<file path="src/rtl/game_render_sequencer_if.sv">
// -----------------------------------------------------------------------------
// game_render_sequencer_if
// Bundles every control, status and drawer handshake signal of the frame-render
// sequencer. clk and resetn are not part of the bundle.
//   master : the sequencer (drives enables, pulses and status)
//   slave  : the game logic plus drawers (drives go/tick/end, counts, dones)
// Signals:
//   go, frame_tick, game_end          game control inputs to the sequencer
//   class_count, alive_mask           object population, sampled while selecting
//   enable_random                     one-cycle reroll of object positions
//   enable_draw_background / done     background drawer handshake
//   enable_draw_obj / draw_obj_done   per-class object drawer handshake
//   obj_index                         slot being drawn
//   enable_draw_hook / done           hook drawer handshake
//   enable_draw_num / done            score drawer handshake
//   resetn_objects, frame_done        end-of-frame pulses
//   draw_error                        sticky watchdog-expiry flag
// -----------------------------------------------------------------------------
interface game_render_sequencer_if #(
   parameter int NUM_CLASSES = 3,
   parameter int MAX_PER     = 4,
   parameter int IDX_W       = 3
);
   logic                           go;
   logic                           frame_tick;
   logic                           game_end;
   logic [NUM_CLASSES*IDX_W-1:0]   class_count;
   logic [NUM_CLASSES*MAX_PER-1:0] alive_mask;
   logic                           enable_random;
   logic                           enable_draw_background;
   logic                           draw_background_done;
   logic [NUM_CLASSES-1:0]         enable_draw_obj;
   logic [NUM_CLASSES-1:0]         draw_obj_done;
   logic [IDX_W-1:0]               obj_index;
   logic                           enable_draw_hook;
   logic                           draw_hook_done;
   logic                           enable_draw_num;
   logic                           draw_num_done;
   logic                           resetn_objects;
   logic                           frame_done;
   logic                           draw_error;

   modport master (
      input  go, frame_tick, game_end, class_count, alive_mask,
             draw_background_done, draw_obj_done, draw_hook_done, draw_num_done,
      output enable_random, enable_draw_background, enable_draw_obj, obj_index,
             enable_draw_hook, enable_draw_num, resetn_objects, frame_done, draw_error
   );

   modport slave (
      output go, frame_tick, game_end, class_count, alive_mask,
             draw_background_done, draw_obj_done, draw_hook_done, draw_num_done,
      input  enable_random, enable_draw_background, enable_draw_obj, obj_index,
             enable_draw_hook, enable_draw_num, resetn_objects, frame_done, draw_error
   );
endinterface

</file>
<file path="src/rtl/game_render_sequencer.sv">
// -----------------------------------------------------------------------------
// game_render_sequencer
// Per frame: reroll objects (only when a level starts), draw the background,
// walk every alive slot of every object class, draw the hook, draw the score,
// then wait for the next frame tick or park when the game has ended.
// Each drawer handshake is guarded by a watchdog; an expiry finishes the draw
// as if done had arrived and raises the sticky draw_error flag.
// Ports:
//   clk     system clock
//   resetn  asynchronous active-low reset
//   bus     game_render_sequencer_if.master (all control/handshake signals)
// All outputs are pure decodes of registered state and counters.
// -----------------------------------------------------------------------------
module game_render_sequencer #(
   parameter int          NUM_CLASSES = 3,
   parameter int          MAX_PER     = 4,
   parameter int          IDX_W       = 3,
   parameter logic [15:0] TIMEOUT     = 16'd50000
) (
   input  logic                    clk,
   input  logic                    resetn,
   game_render_sequencer_if.master bus
);
   localparam int                     CLS_W    = (NUM_CLASSES > 1) ? $clog2(NUM_CLASSES) : 1;
   localparam logic [CLS_W-1:0]       LAST_CLS = CLS_W'(NUM_CLASSES - 1);
   localparam logic [CLS_W-1:0]       CLS_ZERO = {CLS_W{1'b0}};
   localparam logic [CLS_W-1:0]       CLS_ONE  = CLS_W'(1);
   localparam logic [IDX_W-1:0]       IDX_ZERO = {IDX_W{1'b0}};
   localparam logic [IDX_W-1:0]       IDX_ONE  = IDX_W'(1);
   localparam logic [IDX_W-1:0]       MAX_IDX  = IDX_W'(MAX_PER);
   localparam logic [NUM_CLASSES-1:0] OH_LSB   = NUM_CLASSES'(1);

   typedef enum logic [3:0] {
      ST_GEN       = 4'd0,
      ST_BG        = 4'd1,
      ST_SEL       = 4'd2,
      ST_OBJ       = 4'd3,
      ST_HOOK      = 4'd4,
      ST_NUM       = 4'd5,
      ST_FRAME_END = 4'd6,
      ST_WAIT_TICK = 4'd7,
      ST_GAME_DONE = 4'd8
   } state_t;

   state_t                     state_r, state_s;
   logic [CLS_W-1:0]           cls_r, cls_s;
   logic [IDX_W-1:0]           idx_r, idx_s;
   logic [15:0]                wd_r, wd_s;
   logic                       draw_error_r, draw_error_s;
   // armed_r holds GEN for one cycle after reset so enable_random stays low in reset
   logic                       armed_r;
   logic                       draw_state_s, done_s, expire_s, hit_s;
   logic [IDX_W-1:0]           count_field_s, eff_count_s;
   logic [NUM_CLASSES*MAX_PER-1:0] alive_shift_s;
   logic                       alive_bit_s;

   // Decode of the slot currently under selection: clamped count and alive bit
   always_comb begin
      count_field_s = bus.class_count[cls_r*IDX_W +: IDX_W];
      eff_count_s   = (count_field_s > MAX_IDX) ? MAX_IDX : count_field_s;
      alive_shift_s = bus.alive_mask >> (cls_r*MAX_PER + idx_r);
      alive_bit_s   = alive_shift_s[0];
   end

   // Which states run a drawer handshake, and the done that state honours
   always_comb begin
      draw_state_s = 1'b0;
      done_s       = 1'b0;
      case (state_r)
         ST_BG:   begin draw_state_s = 1'b1; done_s = bus.draw_background_done; end
         ST_OBJ:  begin draw_state_s = 1'b1; done_s = bus.draw_obj_done[cls_r]; end
         ST_HOOK: begin draw_state_s = 1'b1; done_s = bus.draw_hook_done; end
         ST_NUM:  begin draw_state_s = 1'b1; done_s = bus.draw_num_done; end
         default: begin draw_state_s = 1'b0; done_s = 1'b0; end
      endcase
   end

   // Watchdog expiry on the last allowed cycle; TIMEOUT of zero disables it
   assign expire_s = (TIMEOUT != 16'd0) && (wd_r == (TIMEOUT - 16'd1));
   assign hit_s    = draw_state_s && (done_s || expire_s);

   // Next-state, counter and error-flag logic
   always_comb begin
      state_s      = state_r;
      cls_s        = cls_r;
      idx_s        = idx_r;
      wd_s         = 16'd0;
      draw_error_s = draw_error_r;

      // go clears the flag from any state; done wins over a simultaneous expiry
      if (bus.go) begin
         draw_error_s = 1'b0;
      end else if (draw_state_s && !done_s && expire_s) begin
         draw_error_s = 1'b1;
      end else begin
         draw_error_s = draw_error_r;
      end

      // wd is zero on entry to every handshake state because every exit clears it
      if (draw_state_s && !hit_s) begin
         wd_s = wd_r + 16'd1;
      end else begin
         wd_s = 16'd0;
      end

      case (state_r)
         ST_GEN: begin
            if (armed_r) state_s = ST_BG;
            else         state_s = ST_GEN;
         end
         ST_BG: begin
            if (hit_s) begin
               state_s = ST_SEL;
               cls_s   = CLS_ZERO;
               idx_s   = IDX_ZERO;
            end else begin
               state_s = ST_BG;
            end
         end
         ST_SEL: begin
            if (idx_r < eff_count_s) begin
               if (alive_bit_s) begin
                  state_s = ST_OBJ;
               end else begin
                  idx_s = idx_r + IDX_ONE;
               end
            end else begin
               idx_s = IDX_ZERO;
               if (cls_r == LAST_CLS) begin
                  state_s = ST_HOOK;
                  cls_s   = CLS_ZERO;
               end else begin
                  cls_s = cls_r + CLS_ONE;
               end
            end
         end
         ST_OBJ: begin
            if (hit_s) begin
               state_s = ST_SEL;
               idx_s   = idx_r + IDX_ONE;
            end else begin
               state_s = ST_OBJ;
            end
         end
         ST_HOOK: begin
            if (hit_s) state_s = ST_NUM;
            else       state_s = ST_HOOK;
         end
         ST_NUM: begin
            if (hit_s) state_s = ST_FRAME_END;
            else       state_s = ST_NUM;
         end
         ST_FRAME_END: begin
            if (bus.game_end) state_s = ST_GAME_DONE;
            else              state_s = ST_WAIT_TICK;
         end
         ST_WAIT_TICK: begin
            if (bus.frame_tick) state_s = ST_BG;
            else                state_s = ST_WAIT_TICK;
         end
         ST_GAME_DONE: begin
            if (bus.go) state_s = ST_GEN;
            else        state_s = ST_GAME_DONE;
         end
         default: begin
            state_s = ST_GEN;
            cls_s   = CLS_ZERO;
            idx_s   = IDX_ZERO;
         end
      endcase
   end

   // State, counter and flag registers
   always_ff @(posedge clk or negedge resetn) begin
      if (!resetn) begin
         state_r      <= ST_GEN;
         cls_r        <= CLS_ZERO;
         idx_r        <= IDX_ZERO;
         wd_r         <= 16'd0;
         draw_error_r <= 1'b0;
         armed_r      <= 1'b0;
      end else begin
         state_r      <= state_s;
         cls_r        <= cls_s;
         idx_r        <= idx_s;
         wd_r         <= wd_s;
         draw_error_r <= draw_error_s;
         armed_r      <= 1'b1;
      end
   end

   assign bus.enable_random          = (state_r == ST_GEN) && armed_r;
   assign bus.enable_draw_background = (state_r == ST_BG);
   assign bus.enable_draw_obj        = (state_r == ST_OBJ) ? (OH_LSB << cls_r) : {NUM_CLASSES{1'b0}};
   assign bus.obj_index              = (state_r == ST_OBJ) ? idx_r : IDX_ZERO;
   assign bus.enable_draw_hook       = (state_r == ST_HOOK);
   assign bus.enable_draw_num        = (state_r == ST_NUM);
   assign bus.resetn_objects         = (state_r != ST_FRAME_END);
   assign bus.frame_done             = (state_r == ST_FRAME_END);
   assign bus.draw_error             = draw_error_r;
endmodule

</file>
<file path="src/flat_wrapper.sv">
// flat-port wrapper written by rule: the top's interface ports become plain ports
module game_render_sequencer_flat 
#(
   parameter int          NUM_CLASSES = 3,
   parameter int          MAX_PER     = 4,
   parameter int          IDX_W       = 3,
   parameter logic [15:0] TIMEOUT     = 16'd50000
)
  (clk, resetn, bus_go, bus_frame_tick, bus_game_end, bus_class_count, bus_alive_mask, bus_draw_background_done, bus_draw_obj_done, bus_draw_hook_done, bus_draw_num_done, bus_enable_random, bus_enable_draw_background, bus_enable_draw_obj, bus_obj_index, bus_enable_draw_hook, bus_enable_draw_num, bus_resetn_objects, bus_frame_done, bus_draw_error);
  game_render_sequencer_if #(.NUM_CLASSES(NUM_CLASSES), .MAX_PER(MAX_PER), .IDX_W(IDX_W)) bus_i ();
  input  logic clk;
  input  logic resetn;
  input wire logic [$bits(bus_i.go)-1:0] bus_go;
  input wire logic [$bits(bus_i.frame_tick)-1:0] bus_frame_tick;
  input wire logic [$bits(bus_i.game_end)-1:0] bus_game_end;
  input wire logic [$bits(bus_i.class_count)-1:0] bus_class_count;
  input wire logic [$bits(bus_i.alive_mask)-1:0] bus_alive_mask;
  input wire logic [$bits(bus_i.draw_background_done)-1:0] bus_draw_background_done;
  input wire logic [$bits(bus_i.draw_obj_done)-1:0] bus_draw_obj_done;
  input wire logic [$bits(bus_i.draw_hook_done)-1:0] bus_draw_hook_done;
  input wire logic [$bits(bus_i.draw_num_done)-1:0] bus_draw_num_done;
  output wire logic [$bits(bus_i.enable_random)-1:0] bus_enable_random;
  output wire logic [$bits(bus_i.enable_draw_background)-1:0] bus_enable_draw_background;
  output wire logic [$bits(bus_i.enable_draw_obj)-1:0] bus_enable_draw_obj;
  output wire logic [$bits(bus_i.obj_index)-1:0] bus_obj_index;
  output wire logic [$bits(bus_i.enable_draw_hook)-1:0] bus_enable_draw_hook;
  output wire logic [$bits(bus_i.enable_draw_num)-1:0] bus_enable_draw_num;
  output wire logic [$bits(bus_i.resetn_objects)-1:0] bus_resetn_objects;
  output wire logic [$bits(bus_i.frame_done)-1:0] bus_frame_done;
  output wire logic [$bits(bus_i.draw_error)-1:0] bus_draw_error;
  assign bus_i.go = bus_go;
  assign bus_i.frame_tick = bus_frame_tick;
  assign bus_i.game_end = bus_game_end;
  assign bus_i.class_count = bus_class_count;
  assign bus_i.alive_mask = bus_alive_mask;
  assign bus_i.draw_background_done = bus_draw_background_done;
  assign bus_i.draw_obj_done = bus_draw_obj_done;
  assign bus_i.draw_hook_done = bus_draw_hook_done;
  assign bus_i.draw_num_done = bus_draw_num_done;
  assign bus_enable_random = bus_i.enable_random;
  assign bus_enable_draw_background = bus_i.enable_draw_background;
  assign bus_enable_draw_obj = bus_i.enable_draw_obj;
  assign bus_obj_index = bus_i.obj_index;
  assign bus_enable_draw_hook = bus_i.enable_draw_hook;
  assign bus_enable_draw_num = bus_i.enable_draw_num;
  assign bus_resetn_objects = bus_i.resetn_objects;
  assign bus_frame_done = bus_i.frame_done;
  assign bus_draw_error = bus_i.draw_error;
  game_render_sequencer #(.NUM_CLASSES(NUM_CLASSES), .MAX_PER(MAX_PER), .IDX_W(IDX_W), .TIMEOUT(TIMEOUT)) u_core (.clk(clk), .resetn(resetn), .bus(bus_i));
endmodule
</file>
<file path="config.mk">
export PLATFORM = sky130hd
export DESIGN_NAME = game_render_sequencer_flat
export DESIGN_NICKNAME = d
export VERILOG_FILES = /design/src/rtl/game_render_sequencer_if.sv /design/src/rtl/game_render_sequencer.sv /design/src/flat_wrapper.sv
export SDC_FILE = /design/constraint.sdc
export NUM_CORES = 1
export LEC_CHECK = 0
export CORE_AREA = 8 8 71 73
export CTS_CLUSTER_SIZE = 12
export DETAILED_ROUTE_END_ITERATION = 6
export DIE_AREA = 0 0 79 81
export PLACE_DENSITY = 0.94
export SYNTH_ARGS = -nofsm -noshare
export SYNTH_HDL_FRONTEND = slang
export SYNTH_SLANG_ARGS = --single-unit
</file>
<file path="constraint.sdc">
create_clock -name clk -period 5.3 [get_ports clk]
set_input_delay 0.53 -clock clk [delete_from_list [all_inputs] [get_ports clk]]
set_output_delay 0.53 -clock clk [all_outputs]
set_load 0.05 [all_outputs]
</file>
Word-level counts from Yosys, hierarchy flattened
Cells that the tools add are included.

Logic and storage cells: 83. Bits in read-only memories: 0. Memory bits (writable): 0. Input port bits: 32. Latch bits: 0. Register bits after elaboration: 27. Output and inout port bits: 13. Memories kept: 0.

Shifts and indexed selects: 3. Order comparisons: 3. Divide/modulo/power cells: 0. Equality and inequality tests: 17. $add $sub $neg: 4. $mul: 1. Muxes and demuxes: 31. Reductions and logical operators: 16. Bitwise logic cells: 2.

Operators by type and width (count): one-hot mux 4 bit (9 select lines) (1); right shift 12 x 32 -> 1 bit (1); two-way mux 3 bit (8); two-way mux 4 bit (5); adder 16 x 1 -> 16 bit (second input constant) (1); == test 16 bit (second input constant) (1); == test 4 x 3 -> 1 bit (second input constant) (4); two-way mux 16 bit (1); one-hot mux 3 bit (4 select lines) (1); two-way mux 2 bit (5); variable part select 9 x 5 -> 3 bit (1); == test 4 x 2 -> 1 bit (second input constant) (2); two-way mux 1 bit (7); OR reduction 7 bit (1); one-hot mux 2 bit (3 select lines) (1); OR reduction 6 bit (1); adder 4 x 3 -> 5 bit (1); logical AND 1 bit (5); == test 4 x 1 -> 1 bit (second input constant) (1); == test 4 bit (second input constant) (1); logical NOT 4 bit (1); multiplier 2 x 2 -> 4 bit (second input constant) (1); != test 2 x 1 -> 1 bit (second input constant) (2); != test 4 x 3 -> 1 bit (second input constant) (1); 21 further kinds (23).

Depth between registers and ports, before layout
Depth after elaboration: 8. Gate-level depth with buffers: 12. Gate-level depth less buffers: 11.

Least setup slack after synthesis
OpenSTA, ideal clock, no wires.

Path kind: flip-flop to output port. Start: reg u_core.state_r[2]. End: out bus_enable_draw_obj[2]. Buffers on the path: 1. Stages on the path, launching flop included: 5. Slack: 2.694 ns. Arrival: 2.076 ns. Required time: 4.770 ns. Path through: dfrtp_1 > buf_6 > nor2_4 > nand3_2 > nor3b_1.

Word-level cells in the longest chain between the ends: 2.

RTL lines: start: declaration (RTL line game_render_sequencer.sv:45) `state_t state_r, state_s;`; start signal: assignment (RTL line game_render_sequencer.sv:183) `state_r <= state_s;`; == test 4 x 2 -> 1 bit (RTL line game_render_sequencer.sv:194) `assign bus.enable_draw_obj = (state_r == ST_OBJ) ? (OH_LSB << cls_r) : {NUM_CLASSES{1'b0}};`; two-way mux 3 bit (RTL line game_render_sequencer.sv:194); end: declaration (RTL line flat_wrapper.sv:24) `output wire logic [$bits(bus_i.enable_draw_obj)-1:0] bus_enable_draw_obj;`.

No other way between the ends.

Worst setup path after layout
Same ends and word-level chain as after synthesis.

==> impl_summary.txt <==
----------------------------------------------------
[Run status]
  Run status ... finished clean

[Power and ir drop]
  Sw Share ... 49.8%
  Internal power contribution ... 0.000554 W
  Pwr Density ... 432 nW/um^2
  Max VDD drop ... 0.272 mV
  Clock network fraction of total power ... 10.5%
  Switching power of the nets ... 0.000549 W
  Combinational Power Share ... 61.3%
  Pleak ... 0.983 nW
  Seq pwr share ... 28.1%

[CTS]
  Num Clock Sinks ... 27
  Post-CTS Repair Setup Buffers ... 0
  Post-CTS sizing ... 0
  H-tree depth ... 1
  Clock-pin transition on the worst setup and hold timing paths ... 90 ps
  Clock tree buffer depth ... 2
  CTS root buf ... clkbuf_8
  Source-to-sink clock delay at the later pin of the worst-skew pair ... 270 ps
  Number of hold-repair buffers added at the cts stage ... 0
  TritonCTS Buffers ... 3
  Clock tree from TritonCTS ... done

[Timing]
  Final max-slew violation count ... 0
  Worst-Margin Slew ... 1020 ps
  Final Cycle Share ... 55.2%
  Unrepaired setup endpoints after global routing ... false
  Setup slack after layout ... 2370 ps
  Setup-failing EPs final ... 0
  Sum of negative setup slack ... 0 ps
  Worst clock skew ... 4.64 ps
  Maximum operating frequency ... 342 MHz
  Post-route minimum period ... 2930 ps
  Final hold violation count ... 0
  Relative max-transition margin ... 32.3%

[Die]
  Initial Util ... 53.1%
  Ports ... 45
  Cell row count ... 23
  Die area ... 6400 sq um
  DIE HEIGHT ... 81 um
  Core region area ... 3910 sq um
  Horizontal extent of the die ... 79 um

[Placed design]
  Post-place setup slack ... 2260 ps
  Input/output buffers ... 44
  Area of placed instances ... 2510 sq um
  GPL Wtd Cong ... 0.895
  Placed wire-length estimate ... 3.93 mm

[Logic synthesis]
  Cells taking the most area after synthesis ... dfrtp_1 (33%), mux2i_1 (5.3%), nor2_4 (4.9%), nor2_1 (4.0%), xor2_1 (3.8%)
  Largest area contributor in the netlist ... dfrtp_1
  Per-instance average area after synthesis ... 9.53 sq um
  Proportion of netlist area held by the largest area contributor ... 32.5%
  Synth warn ... 0
  Number of storage elements in the synthesis netlist ... 27
  Syn Nets ... 256
  Syn Inst Count ... 218
  Synth unique cells ... 57
  Sequential-to-total area share from yosys stat ... 32.5%
  Post-synthesis instance area ... 2080 sq um
  Most used DFF post-synth ... dfrtp_1
  Ys async rst share ... 100%
  EDFF count, synth ... 0

[Critical path]
  Slack of the worst reg-to-reg path ... 2460 ps
  Critical path class ... flop to output pin
  Worst Setup SP ... u_core.state_r[2]
  CP Capture Type ... output pin
  End point of the critical path ... bus_enable_draw_obj[2]
  Beginning of the worst register-to-register path ... u_core.cls_r[1]
  CP Max Fanout ... 11
  Endpoint required time on the critical path ... 4770 ps
  Data arrival time of the critical path ... 2400 ps
  Number of cells on the worst reg-to-reg path ... 10
  Reg-to-reg critical path endpoint ... u_core.idx_r[0]
  Kind of launch point of the worst setup path ... flop

[GRT]
  Wire length of the first global-routing pass ... 8.34 mm
  Number of antenna violations at the first check in global routing ... 0
  Via count of the first global-routing pass ... 1,765
  Global-route total usage across every layer ... 15.9%
  Pin count of the biggest net entering global routing ... 28
  Aggregate global routing overflow ... 0

[Finish]
  Ant diodes ... 0
  Design area ... 2560 sq um
  Fraction of final layout cells sized beyond drive strength 1 ... 12.4%
  Number of nets at the end of the flow ... 297
  Area taken by multi-input logic gates ... 1280 sq um
  Growth of design area from synthesis to finish ... 23.1%
  Total of fill cells in the finished design ... 308
  Register area ... 676 sq um

[Drt]
  Routed WL per cell ... 16.2 um
  DRC violations left ... 0
  Number of design-rule violations left by the first detailed-router iteration ... 168
  Vias after detailed routing ... 1,722
  DR pass1 iterations ... 4
  Remaining antenna violation count ... 0
  Final routed wirelength across all metal layers ... 5.00 mm
  Vias per std cell ... 5.59

[Hold path]
  Worst min-delay path category ... flop to flop

[Job]
  Total of max-cap violations ... 0

----------------------------------------------------
[layout by cell type, fill, tap and decap left out, types with 7 or more instances in the layout]
cell type        instances
dfrtp_1                 27
xor2_1                   9
clkdlybuf4s50_1         44
mux2i_1                 11
nor3_1                   7
nor2_4                   9
nand2_1                 16
nor2_1                  22
inv_1                   11
nand3_1                  7
[registers in the layout (all words and copies together) (netlist names)]
| register | flops |
|---|---|
| u_core.state_r | 4 |
| u_core.idx_r | 3 |
| u_core.bus.draw_error | 1 |
| u_core.armed_r | 1 |
| u_core.wd_r | 16 |
| u_core.cls_r | 2 |
[stage by stage]
step / util (%) / power [W] / cells / hold slack, ps
floorplan: - / 0.000871 / 218 / 234
global placement: 64.2 / 0.000956 / 304 / 484
detailed placement: 64.2 / 0.000982 / 304 / 507
CTS: 65.3 / 0.00110 / 308 / 529
global route: 65.3 / 0.00117 / 308 / 561
finish: 65.3 / 0.00110 / 308 / 533
[cell families (layout without fill, tap and decap cells)]
logic type | after synthesis | count (layout) | share of synthesized area (%)
simple gates | 99 | 99 | 28.3
compound gates | 37 | 37 | 16.2
flops | 27 | 27 | 32.5
buf+inv | 20 | 60 | 5.66
xor+xnor | 14 | 14 | 5.90
mux | 14 | 14 | 7.65
fa+ha+maj | 6 | 6 | 3.61
other cells | 1 | 1 | 0.181
[worst min path at each step]
| stage | cells after the start | startpoint | slack [ps] | endpoint |
|---|---|---|---|---|
| 3_5_place_dp | 2 | u_core.bus.draw_error | 510 | u_core.bus.draw_error |
| 5_1_grt | 1 | u_core.wd_r[0] | 560 | u_core.wd_r[0] |
| 2_1_floorplan | 0 | resetn | 230 | u_core.armed_r |
| 6_report | 1 | u_core.wd_r[0] | 530 | u_core.wd_r[0] |
| 4_1_cts | 2 | u_core.bus.draw_error | 530 | u_core.bus.draw_error |
| 3_3_place_gp | 2 | u_core.bus.draw_error | 480 | u_core.bus.draw_error |
[layer usage]
layer	routed length (um)	global-route usage, %	up-vias	share of wire (%)
met5	0	0	-	0
met4	94	6.11	0	1.9
met3	334	3.64	14	6.7
met2	2620	27.2	60	52
met1	1950	19.0	800	39
li1	-	-	848	-
[critical path: stages (launching register included)]
cell and delay, ps:
dfrtp_1 520, nor2_4 190, nand3_2 280, nor3b_1 280, clkdlybuf4s50_1 840
[cell usage after synthesis (2+ instances only)]
library cell / number
nor3_1: 7
nand2b_1: 5
mux2i_1: 11
a22o_1: 2
nor3b_1: 2
xnor2_1: 5
nand3_1: 7
ha_1: 6
nor2_4: 9
o2111ai_1: 2
a21oi_1: 6
xor2_1: 9
nand3b_1: 3
o21a_1: 3
buf_6: 3
nand4_1: 5
nor2_1: 22
o21ai_0: 5
o21ai_2: 2
inv_1: 11
and3_1: 3
dfrtp_1: 27
nor2_2: 2
or2_1: 3
a21boi_0: 2
nor2b_1: 6
nor4bb_1: 2
buf_2: 4
nand2_1: 16
[power groups by stage]
stage | combinational, W | clock (W) | sequential, W
6_report | 0.000676 | 0.000116 | 0.000311
5_1_grt | 0.000730 | 0.000126 | 0.000319
4_1_cts | 0.000672 | 0.000119 | 0.000309
3_5_place_dp | 0.000670 | 0 | 0.000313
3_3_place_gp | 0.000646 | 0 | 0.000310
2_1_floorplan | 0.000610 | 0 | 0.000261
[layout make-up]
type                    instances  share of cell area, %
inverters                      11                   1.62
flip-flops and latches         27                   26.4
clock buffers                   4                   1.76
well taps                      50                   2.45
multi-input cells             171                   50.2
repair buffers                 45                   17.5
No activity file was read; power rests on OpenSTA's default activity.
